**config.mk**
```make
export PLATFORM = sky130hd
export DESIGN_NAME = irq_controller
export DESIGN_NICKNAME = d
export VERILOG_FILES = /design/src/rtl/irq_controller.sv
export SDC_FILE = /design/constraint.sdc
export NUM_CORES = 1
export LEC_CHECK = 0
export CELL_PAD_IN_SITES_DETAIL_PLACEMENT = 0
export CELL_PAD_IN_SITES_GLOBAL_PLACEMENT = 1
export CORE_MARGIN = 2
export CORE_UTILIZATION = 47
export DETAILED_ROUTE_END_ITERATION = 6
export DONT_BUFFER_PORTS = 1
export PLACE_DENSITY = 0.8
export SETUP_SLACK_MARGIN = 0.02
export SLEW_MARGIN = 40
export SYNTH_ARGS = -nofsm -noshare
export SYNTH_HDL_FRONTEND = slang
export SYNTH_SLANG_ARGS = --single-unit
```
**constraint.sdc**
```tcl
create_clock -name clk -period 2.11 [get_ports clk]
set_input_delay 0.211 -clock clk [delete_from_list [all_inputs] [get_ports clk]]
set_output_delay 0.211 -clock clk [all_outputs]
set_load 0.02 [all_outputs]
```
**src/rtl/irq_controller.sv**
```systemverilog
// irq_controller: eight-line edge-latched interrupt controller with nesting.
// Optional input synchronizer enabled by defining IRQ_SYNC_EN.
module irq_controller #(
  parameter logic [4:0] VECTOR_BASE = 5'd0
) (
  input  logic       clk,
  input  logic       rst_n,
  input  logic [7:0] irq_in,
  input  logic       mask_wr,
  input  logic [7:0] mask_data,
  output logic [7:0] mask_q,
  output logic       irq_req,
  output logic [7:0] irq_vec,
  input  logic       irq_ack,
  input  logic       eoi,
  output logic [7:0] in_service
);

  typedef enum logic {
    IDLE,
    REQ
  } state_t;

  state_t     state_q, state_d;
  logic [2:0] idx_q, idx_d;
  logic       irq_req_q, irq_req_d;
  logic [7:0] irq_vec_q, irq_vec_d;
  logic [7:0] mask_d;
  logic [7:0] pending_q, pending_d;
  logic [7:0] in_service_q, in_service_d;
  logic [7:0] prev_q, prev_d;
  logic [7:0] edge_src;
  logic [7:0] rise;
  logic [7:0] above;
  logic [7:0] eligible;
  logic [7:0] ack_clr;
  logic [7:0] eoi_clr;
  logic [2:0] top_is;
  logic       is_any;

  // Highest set bit wins; bit 7 is the top priority.
  function automatic logic [2:0] priority_encoder(input logic [7:0] v);
    logic [2:0] r;
    r = 3'd0;
    for (int i = 0; i < 8; i++) begin
      if (v[i]) r = 3'(i);
    end
    return r;
  endfunction

`ifdef IRQ_SYNC_EN
  logic [7:0] sync1_q, sync1_d;
  logic [7:0] sync2_q, sync2_d;

  // Two-flop synchronizer stages for the asynchronous request lines.
  always_comb begin
    sync1_d = irq_in;
    sync2_d = sync1_q;
  end

  // Synchronizer flops.
  always_ff @(posedge clk or negedge rst_n) begin
    if (!rst_n) begin
      sync1_q <= 8'h00;
      sync2_q <= 8'h00;
    end else begin
      sync1_q <= sync1_d;
      sync2_q <= sync2_d;
    end
  end

  assign edge_src = sync2_q;
`else
  assign edge_src = irq_in;
`endif

  // Edge detect plus in-service level and eligibility.
  always_comb begin
    prev_d   = edge_src;
    rise     = edge_src & ~prev_q;
    is_any   = |in_service_q;
    top_is   = priority_encoder(in_service_q);
    above    = 8'h00;
    for (int i = 0; i < 8; i++) begin
      above[i] = !is_any || (i > int'(top_is));
    end
    eligible = pending_q & ~mask_q & above;
  end

  // Handshake FSM next state and pending/in-service updates.
  always_comb begin
    state_d   = state_q;
    idx_d     = idx_q;
    irq_req_d = irq_req_q;
    irq_vec_d = irq_vec_q;
    ack_clr   = 8'h00;
    unique case (state_q)
      IDLE: begin
        if (|eligible) begin
          idx_d     = priority_encoder(eligible);
          irq_vec_d = {VECTOR_BASE, idx_d};
          irq_req_d = 1'b1;
          state_d   = REQ;
        end
      end
      REQ: begin
        if (irq_ack) begin
          ack_clr   = 8'(1) << idx_q;
          irq_req_d = 1'b0;
          state_d   = IDLE;
        end
      end
    endcase
    // A rise in the ack cycle re-arms the line.
    pending_d    = (pending_q & ~ack_clr) | rise;
    // eoi retires the pre-edge top level before the ack is recorded.
    eoi_clr      = (eoi && is_any) ? (8'(1) << top_is) : 8'h00;
    in_service_d = (in_service_q & ~eoi_clr) | ack_clr;
    mask_d       = mask_wr ? mask_data : mask_q;
  end

  // All controller state; reset clears everything asynchronously.
  always_ff @(posedge clk or negedge rst_n) begin
    if (!rst_n) begin
      state_q      <= IDLE;
      idx_q        <= 3'd0;
      irq_req_q    <= 1'b0;
      irq_vec_q    <= 8'h00;
      mask_q       <= 8'hFF;
      pending_q    <= 8'h00;
      in_service_q <= 8'h00;
      prev_q       <= 8'h00;
    end else begin
      state_q      <= state_d;
      idx_q        <= idx_d;
      irq_req_q    <= irq_req_d;
      irq_vec_q    <= irq_vec_d;
      mask_q       <= mask_d;
      pending_q    <= pending_d;
      in_service_q <= in_service_d;
      prev_q       <= prev_d;
    end
  end

  assign irq_req    = irq_req_q;
  assign irq_vec    = irq_vec_q;
  assign in_service = in_service_q;

endmodule

```
==> qor.txt <==
Status -> finished clean
Power Density -> 1430 nW/µm²
Total Die Area -> 4050 µm²
Clock slew at reported path FFs -> 110 ps
Core Box Area -> 3360 µm²
Vias per cell -> 5.15
Final setup fails -> 0
Starting Density -> 49.7%
Clk_skew -> 15.0 ps
Sink Count -> 37
Htree depth -> 2
ANT cells -> 0
Crit path max-delay family -> simple AND/OR/NAND/NOR gates
Fmax -> 536 MHz
Crit path max-delay cell type -> dfrtp_1
Relative slew slack -> 64.4%
Final Hold Viols -> 0
WP data arrival -> 2090 ps
Synth unique cells -> 38
Tmin final -> 1870 ps
Final instance area -> 2020 µm²
Die width -> 63.6 µm
Final nets -> 204
Post-route setup TNS -> 0 ps
CP endpoint kind -> flip-flop
Syn avg cell area -> 10.9 µm²
GRT overflow -> 0
Post-route setup slack -> 243 ps
Die height -> 63.6 µm
Worst-skew pair later-pin latency -> 340 ps
Synth warnings -> 0
Setup WS pre-CTS -> 261 ps
Initial antenna violation count -> 0
Max Cap Viol -> 0
# IOs -> 46
Post-CTS Hold Fix Bufs -> 15
Vias in the first global route -> 1221
Num rows -> 21
Worst hold path type -> input port to flip-flop
PortBufs -> 0
Postcts setup bufs -> 0
Pre-antenna DRT Iters -> 4
Worst Setup Start Kind -> flip-flop
Required time of the critical path -> 2330 ps
Post-CTS Resized -> 0
Fraction of layout cells with a size suffix above 1 -> 21.2%
Routed WL per cell -> 15.0 µm
Worst path cell trace -> or2_4 -> nor4_4 -> nor3_1 -> a21oi_2 -> mux2_1
Initial DRC Count -> 24
#FFs+latches synth -> 37
LEAKAGE -> 0.000915 µW
GP Congestion -> 0.865
Register area share after synthesis -> 56.0%
Vias -> 1185
Netlist Area Pre-Place -> 1670 µm²
Max stage delay on crit path -> 530 ps
VDD IR-drop max -> 0.551 mV
TritonCTS buffer count -> 5
Final-layout fill cell count -> 320
Layout Area Growth over Synthesis -> 21.1%
Worst-case clock buffer depth -> 2
Slew Limit Fails -> 0
Largest net degree at the start of global routing -> 38
Routed WL -> 3440 µm
Clock root buffer -> clkbuf_4
Final ANT Viol Nets -> 0
HPWL after detailed placement -> 2460 µm
Period utilization -> 88.5%
Overall Power -> 2890 µW
RSZ-0062 raised after global routing -> no
GRT Resource Usage Total -> 18.9%
Worst Setup Path Type -> flip-flop to flip-flop
Residual DRC count -> 0
Cells after synthesis -> 153
Area after DPL -> 1750 µm²
Worst Max-Slew Pin Slew -> 535 ps
CTS tree -> done
First-pass GRT wire length -> 5720 µm
CP max FO -> 6
CP Buf/Inv Count -> 0
state kept, by name (all words and copies together) (netlist names):
| register | flops |
|---|---|
| idx_q | 3 |
| in_service | 8 |
| irq_req | 1 |
| mask_q | 8 |
| pending_q | 8 |
| prev_q | 8 |
| state_q | 1 |
worst paths after layout:
kind,start,to,slack [ps],cells past startpoint
max in group asynchronous,rst_n,mask_q[7],1540,2
min reg2reg,prev_q[4],pending_q[4],420,1
min in group asynchronous,rst_n,pending_q[4],310,2
max,in_service[6],idx_q[0],240,5
max reg2reg,in_service[6],idx_q[0],240,5
min,irq_in[7],pending_q[7],10,2
power breakdown:
group	total, µW	internal, µW	leakage [µW]	switching (µW)
clock	471	248	0.0000422	222
combinational	1160	539	0.000456	623
sequential	1260	915	0.000417	347
total	2890	1700	0.000915	1190
metal layers:
metal  wire length, µm  part of all wire [%]  global-route usage, %  up-vias
met2              1650                    48                   28.9       44
met3               241                   7.0                   6.25        9
met4                73                   2.1                   9.78        0
met5                 0                     0                      0        -
met1              1480                    43                   23.7      560
li1                  -                     -                      -      572
cell families after synthesis:
group,after synthesis,synth area share (%)
other cells,1,0.225
buf+inv,21,6.07
mux,8,5.39
compound gates,35,14.0
simple gates,51,18.3
flops,37,56.0
cell type report:
| cell class | count | area, µm² | share of cell area [%] |
|---|---|---|---|
| Sequential cell | 37 | 936 | 46.3 |
| Multi-Input combinational cell | 99 | 648 | 32.0 |
| Timing Repair Buffer | 26 | 253 | 12.5 |
| Tap cell | 46 | 57.6 | 2.84 |
| Inverter | 14 | 52.6 | 2.60 |
| Clock buffer | 6 | 41.3 | 2.04 |
| Clock inverter | 2 | 35.0 | 1.73 |
cells in the mapped netlist:
library cell | count | area (µm²)
nand2_1 | 24 | 90.1
nand3_1 | 2 | 10.0
or3b_1 | 1 | 8.76
and3_1 | 1 | 6.26
nand2b_1 | 4 | 25.0
mux2_2 | 7 | 78.8
a21oi_1 | 2 | 10.0
o21ai_1 | 5 | 25.0
nor2_1 | 5 | 18.8
inv_1 | 14 | 52.6
o2bb2ai_1 | 1 | 8.76
o21ai_2 | 1 | 8.76
mux2_1 | 1 | 11.3
o21ai_0 | 15 | 75.1
or4b_4 | 1 | 13.8
nor4_4 | 2 | 42.5
buf_4 | 6 | 45.0
nor4b_2 | 2 | 30.0
o21bai_1 | 1 | 7.51
o21a_1 | 2 | 15.0
a32oi_1 | 1 | 8.76
o221ai_1 | 1 | 8.76
a21oi_2 | 1 | 8.76
or2_4 | 1 | 8.76
o2bb2ai_4 | 1 | 27.5
nand3b_1 | 2 | 15.0
nor3_1 | 2 | 10.0
nor2b_1 | 2 | 12.5
a211oi_1 | 1 | 7.51
or3_1 | 1 | 6.26
o31ai_1 | 1 | 7.51
dfrtp_1 | 29 | 726
nor3b_1 | 1 | 7.51
conb_1 | 1 | 3.75
clkbuf_1 | 1 | 3.75
a22o_1 | 1 | 8.76
a31oi_1 | 1 | 6.26
dfstp_2 | 8 | 210
placed cells by master, fill, tap and decap left out, types with 2 or more instances in the layout:
cell / n
nand3_1: 2
a21oi_1: 2
dfstp_2: 8
clkbuf_4: 5
inv_1: 14
buf_4: 7
o21ai_1: 5
conb_1: 5
nand2b_1: 4
dfrtp_1: 29
nand3b_1: 2
nor2b_1: 2
o21ai_0: 15
nor2_1: 5
dlygate4sd3_1: 18
nor4b_2: 2
nand2_1: 24
nor4_4: 2
mux2_2: 7
o21a_1: 2
nor3_1: 2
through the flow:
stage | cells | utilization [%] | hold WS, ps
global placement | 203 | 51.9 | -83.6
CTS | 226 | 59.0 | 0.282
finish | 230 | 60.2 | 13.5
global route | 230 | 60.2 | 3.66
detailed placement | 203 | 51.9 | -83.6
floorplan | 157 | - | -84.6
(Power assumes the default switching activity.)
